File: config.mk
export PLATFORM = sky130hd
export DESIGN_NAME = fab
export DESIGN_NICKNAME = d
export VERILOG_FILES = /design/src/rtl/fab_pkg.sv /design/src/rtl/fab_datapath.sv /design/src/rtl/fab.sv
export SDC_FILE = /design/constraint.sdc
export NUM_CORES = 1
export LEC_CHECK = 0
export CAP_MARGIN = 20
export CELL_PAD_IN_SITES_DETAIL_PLACEMENT = 0
export CELL_PAD_IN_SITES_GLOBAL_PLACEMENT = 2
export CORE_MARGIN = 4
export CORE_UTILIZATION = 38
export CTS_CLUSTER_SIZE = 28
export DETAILED_ROUTE_END_ITERATION = 16
export PLACE_DENSITY_LB_ADDON = 0.1
export SYNTH_ARGS = -nofsm -noshare
export SYNTH_HDL_FRONTEND = slang
export SYNTH_SLANG_ARGS = --single-unit
File: constraint.sdc
create_clock -name clk -period 10.2 [get_ports clk]
set_clock_uncertainty 0.2 [all_clocks]
set_input_delay 3.06 -clock clk [delete_from_list [all_inputs] [get_ports clk]]
set_output_delay 3.06 -clock clk [all_outputs]
set_load 0.01 [all_outputs]
File: src/rtl/fab_pkg.sv
// Shared types and constants for the fab arithmetic engine.
package fab_pkg;

    localparam int DW = 8;

    typedef enum logic [1:0] {WAIT, FIB, FACT, DONE} state_t;

    localparam logic [1:0] OP_INIT = 2'b00;
    localparam logic [1:0] OP_FIB  = 2'b01;
    localparam logic [1:0] OP_FACT = 2'b10;
    localparam logic [1:0] OP_NOP  = 2'b11;

endpackage

File: src/rtl/fab_datapath.sv
// A/B/C register file with the adder, truncated multiplier and C decrementer.
// The load/step enables are mutually exclusive; load wins if ever overlapped.
module fab_datapath import fab_pkg::*; (
    input  logic          clk,
    input  logic          reset,
    input  logic          load,
    input  logic          fib_step,
    input  logic          fact_step,
    input  logic [DW-1:0] din,
    output logic [DW-1:0] b,
    output logic          c_zero
);

    logic [DW-1:0]   a_q, b_q, c_q;
    logic [2*DW-1:0] prod;

    assign prod   = {{DW{1'b0}}, b_q} * {{DW{1'b0}}, c_q};
    assign b      = b_q;
    assign c_zero = (c_q == '0);

    always_ff @(posedge clk) begin
        if (reset) begin
            a_q <= '0;
            b_q <= '0;
            c_q <= '0;
        end else if (load) begin
            a_q <= '0;
            b_q <= DW'(1);
            c_q <= din;
        end else if (fib_step) begin
            a_q <= b_q;
            b_q <= a_q + b_q;
            c_q <= c_q - DW'(1);
        end else if (fact_step) begin
            b_q <= prod[DW-1:0];
            c_q <= c_q - DW'(1);
        end
    end

endmodule

File: src/rtl/fab.sv
// Start/done handshaken FSM driving the fab datapath; out mirrors register B.
module fab import fab_pkg::*; (
    input  logic          clk,
    input  logic          reset,
    input  logic          s,
    input  logic [DW-1:0] in,
    input  logic [1:0]    op,
    output logic [DW-1:0] out,
    output logic          done
);

    state_t state;
    logic   c_zero;
    logic   load, fib_step, fact_step;

    // Enables are decoded from the current state so C is tested before each step.
    assign load      = (state == WAIT) && s && (op == OP_INIT);
    assign fib_step  = (state == FIB)  && !c_zero;
    assign fact_step = (state == FACT) && !c_zero;

    always_ff @(posedge clk) begin
        if (reset) begin
            state <= WAIT;
            done  <= 1'b0;
        end else begin
            case (state)
                WAIT: begin
                    if (s) begin
                        case (op)
                            OP_FIB:  state <= FIB;
                            OP_FACT: state <= FACT;
                            default: begin
                                state <= DONE;
                                done  <= 1'b1;
                            end
                        endcase
                    end
                end
                FIB, FACT: begin
                    if (c_zero) begin
                        state <= DONE;
                        done  <= 1'b1;
                    end
                end
                DONE: begin
                    if (!s) begin
                        state <= WAIT;
                        done  <= 1'b0;
                    end
                end
                default: begin
                    state <= WAIT;
                    done  <= 1'b0;
                end
            endcase
        end
    end

    fab_datapath u_dp (
        .clk       (clk),
        .reset     (reset),
        .load      (load),
        .fib_step  (fib_step),
        .fact_step (fact_step),
        .din       (in),
        .b         (out),
        .c_zero    (c_zero)
    );

endmodule

Yosys cells after proc, flatten, opt, wreduce, memory -nomap -nowiden
Index checks and enable logic that the tools add are counted.

word-level totals
  flip-flop bits (word level) = 27
  output and inout port bits = 9
  word-level logic and storage cells = 49

cells by class
  add/sub/neg operators = 2
  $mul = 1
  eq/ne operators = 9
  muxes and demuxes = 16
  reduce and logical (&&, ||, !) cells = 15

operator list
  cell                                                                    number
  8-bit 2-to-1 mux                                                        5
  8-bit adder                                                             1
  8-bit zero test                                                         1
  8-bit by 8-bit multiplier with 8-bit output                             1
  2-bit != test (second input constant)                                   4
  8-bit by 1-bit subtractor with 8-bit output (second input constant)     1
  2-bit equality test (second input constant)                             3
  2-bit 2-to-1 mux                                                        3
  2-bit case mux with 3 select lines                                      1
  2-bit OR reduction                                                      3
  1-bit 2-to-1 mux                                                        5
  2-bit by 1-bit equality test with 1-bit output (second input constant)  2
  1-bit logical AND                                                       4
  2-bit zero test                                                         2
  2-bit case mux with 2 select lines                                      1
  4-bit AND reduction                                                     1
  1-bit case mux with 3 select lines                                      1
  3-bit AND reduction                                                     1
  3-bit nonzero test                                                      1
  2-bit nonzero test                                                      1
  1-bit zero test                                                         1

Longest topological paths before layout
  depth in word-level cells = 6
  gate-level depth with buffers = 18
  mapped depth without buffers = 17

By module
A second synthesis with hierarchy kept.

unflattened totals
  cell total of the unflattened synthesis = 299
  area, all modules = 2541.2 um^2

modules (own cells, without submodules)
  module        instances  cells an instance  area an instance (um^2)  seq. area each (um^2)
  fab_datapath  1          269                2252.2                   480.5
  fab           1          30                 289.0                    60.1

Worst setup path after synthesis
Ideal clock, no wire load.

  path kind = input port to flip-flop
  from = input op[0]
  to = register u_dp.b_q[3] (netlist: u_dp.b[3])
  setup time = 0.128 ns
  arrival = 3.967 ns
  required time = 9.872 ns
  path slack = 5.905 ns
  stages = 6
  buffers on the path = 1
  cell sequence = inv_1 > ha_1 > nand3_1 > nand2b_1 > clkbuf_1 > nor2_1

on the way
  cells in the longest elaborated chain, start to end = 3

RTL lines
  element                       RTL line            text
  from (decl)                   fab.sv:7            input logic [1:0] op,
  2-bit zero test               fab.sv:17           assign load = (state == WAIT) && s && (op == OP_INIT);
  1-bit logical AND             fab.sv:17
  2-bit OR reduction (no line)  -
  to (signal assigned)          fab_datapath.sv:32  b_q <= a_q + b_q;
  to (signal assigned)          fab_datapath.sv:35  b_q <= prod[DW-1:0];
  to (decl)                     fab_datapath.sv:14  logic [DW-1:0] a_q, b_q, c_q;

No other way between the ends.
A chain may end at the register's enable or synchronous reset.

Worst setup path after layout
  from = input op[0]
  to = register u_dp.b_q[1] (netlist: u_dp.b[1])

Same word-level chain as after synthesis.

==> run_results.csv <==
group,metric,value,unit
grt,grt_max_degree,18,
final_layout,nets,379,
drt,vias,1960,
drt,dr.first_iter.drc_count,46,
yosys,synth_area,0.002495,mm²
yosys,synthArstFlopShare,0,%
final_layout,syn2layout_area_growth,11.84,%
sta,fin_ws,5180,ps
floorplan,fp.dieH,89.03,µm
yosys,synth_flop_cell,"dfxtp_1",
power_and_ir_drop,ir_drop,163.5,µV
sta,tns,0,ps
sta,timing.hold.ws,267.7,ps
cts,cts_root_buffer,"clkbuf_8",
final_layout,antenna_cells,0,
final_layout,fill_cells,672,
drt,wirelength,5431,µm
hold_path,hp-class,"flip-flop to flip-flop",
yosys,synth_edf_count,0,
setup_path,crit_fanout,16,
placement,dp_hpwl,4238,µm
cts,insertion_delay,280,ps
grt,grtUsageTotal,15.30,%
final_layout,drive_gt1_share,2.508,%
setup_path,path_class,"input port to flip-flop",
grt,grt_overflow,0,
yosys,synth_cell_types,38,
placement,place_congestion,0.7634,
cts,cts_setup_buffers,0,
yosys,synth_top_area_share,21.66,%
sta,final_hold_viol_count,0,
sta,clock.fmax,0.1992,GHz
grt,first_global_vias,2038,
grt,antenna_found_initial,0,
yosys,ys_seq_area_share,21.66,%
yosys,yosysTopAreaCell,"dfxtp_1",
sta,relSlewSlack,56.57,%
drt,ant_nets,0,
sta,slew_violations,0,
cts,clkSinkCount,27,
final_layout,fin_cells,396,
floorplan,ioPinCount,22,
floorplan,die_area,0.007925,mm²
drt,firstDrtPassIters,4,
sta,setup_viol,0,
sta,period_needed,5020,ps
floorplan,die_x,89.03,µm
cts,cts_resized,0,
placement,place_inst,392,
placement,place_ws,4847,ps
setup_path,cp.arrival,5010,ps
yosys,ys_warn_count,0,
yosys,synth_area_leaders,"dfxtp_1 22%, ha_1 17%, fa_1 10%",
placement,port-buffer-count,21,
cts,cts_tree,"built",
drt,viasPerCell,4.949,
floorplan,rows,29,
status,status,"completed",
yosys,synth.avg_cell_area,8.180,µm²
setup_path,critPathRequiredTime,10190,ps
cts,cts_buffer_depth,2,
cts,cts_inserted_buffers,3,
setup_path,end_kind,"flip-flop",
floorplan,start_util,39.29,%
setup_path,startpoint_type,"input port",
power_and_ir_drop,p_leak,0.001196,µW
yosys,synth_nets,364,
floorplan,core,0.006350,mm²
yosys,synthCells,305,
power_and_ir_drop,power_density,217.4,mW/mm²
sta,finalCritPeriodShare,49.22,%
sta,tightest_slew,647.0,ps
drt,wl_per_cell,13.71,µm
cts,path_clk_slew,110,ps
flow_run,drv_cap,0,
sta,rsz0062_at_grt,"false",
cts,ctsHoldBuffers,0,
cts,htreeDepth,1,
grt,grt_pass1_wl,9515,µm
yosys,ys_ff_latch,27,
drt,drc_errors,0,
-- cell usage in the layout (no fill, tap or decap), types with 2 or more instances in the layout --
cell	synthesis	final
o211ai_1	2	2
nor2b_1	2	2
and2_1	14	14
xor2_1	8	8
fa_1	13	13
a21oi_1	13	13
dfxtp_1	27	27
a21o_1	2	2
a221oi_1	3	3
xnor2_1	20	20
clkbuf_8	0	3
o21ai_0	7	7
nor3_1	4	4
a211oi_1	14	14
nand3_1	4	4
ha_1	33	33
inv_1	38	38
or3_1	2	2
o21a_1	2	2
nor4_1	2	2
nand2_1	43	43
clkdlybuf4s50_1	0	21
nor2_1	27	27
-- registers in the layout, indices dropped and copies added, names as in the netlist --
name      count
state         2
u_dp.b        8
u_dp.c_q      8
done          1
u_dp.a_q      8
-- kinds of logic (layout without fill, tap and decap cells) --
| kind of cell | count (synthesis) | after routing | share of synthesized area [%] |
|---|---|---|---|
| AO/OA/AOI/OAI | 51 | 51 | 13.54 |
| XOR/XNOR | 28 | 28 | 9.830 |
| adder cells (fa/ha/maj) | 46 | 46 | 26.98 |
| buffers and inverters | 49 | 63 | 8.175 |
| flip-flops | 27 | 27 | 21.67 |
| AND/OR/NAND/NOR | 104 | 104 | 19.81 |
-- final cells by class --
cell class	count	area [µm²]	share of cell area [%]
clock inverter	1	8.758	0.3139
tap	77	96.34	3.453
multi-input combinational	229	1750	62.74
inverter	38	142.6	5.112
timing repair buffer	21	210.2	7.534
clock buffer	3	41.29	1.480
sequential	27	540.5	19.37
-- metal layers --
layer | part of all wire (%) | vias to the layer above | global-route usage (%) | routed length [µm]
li1 | - | 1033 | - | -
met1 | 51 | 906 | 20.53 | 2748
met2 | 47 | 19 | 26.79 | 2536
met3 | 2.3 | 2 | 1.935 | 123
met4 | 0.41 | 0 | 2.436 | 22
met5 | 0 | - | 0 | 0
-- cells in the mapped netlist, types with 2 or more instances --
master	number
a21o_1	2
nand3_1	4
ha_1	33
xnor2_1	20
o211ai_1	2
nor4_1	2
a211oi_1	14
o21ai_0	7
buf_6	2
nand2_1	43
nor3_1	4
a221oi_1	3
nor2_1	27
a21oi_1	13
inv_1	38
nor2b_1	2
clkbuf_1	5
xor2_1	8
buf_2	4
o21a_1	2
and2_1	14
dfxtp_1	27
or3_1	2
fa_1	13
-- through the flow --
stage	utilization, %	instance area (µm²)	power, µW
after floorplan	-	2495	453.5
final	43.94	2790	606.5
after detailed placement	43.15	2740	546.0
after global placement	43.15	2740	547.7
after global routing	43.94	2790	672.5
after CTS	43.94	2790	616.8
-- power by group --
| part | switching, µW | internal, µW |
|---|---|---|
| combinational | 182 | 153 |
| sequential | 66.9 | 137 |
| clock | 38.2 | 28.7 |
-- worst max-delay path: stages --
cell and delay, ps:
clkdlybuf4s50_1 480, inv_1 60, ha_1 210, nand3_1 420
nand2b_1 480, a211oi_1 290
-- worst paths after layout --
| path | startpoint | end | slack (ps) | cells past startpoint |
|---|---|---|---|---|
| setup / recovery | op[0] | u_dp.b[1]$_SDFFE_PP0P_ | 5180 | 6 |
| hold / removal | u_dp.a_q[2]$_SDFFE_PP0P_ | u_dp.a_q[2]$_SDFFE_PP0P_ | 270 | 2 |
| setup reg to reg | u_dp.c_q[2]$_SDFFE_PP0P_ | u_dp.b[7]$_SDFFE_PP0P_ | 5920 | 14 |
| hold reg to reg | u_dp.a_q[2]$_SDFFE_PP0P_ | u_dp.a_q[2]$_SDFFE_PP0P_ | 270 | 2 |
Power figures use the tool's default switching activity.
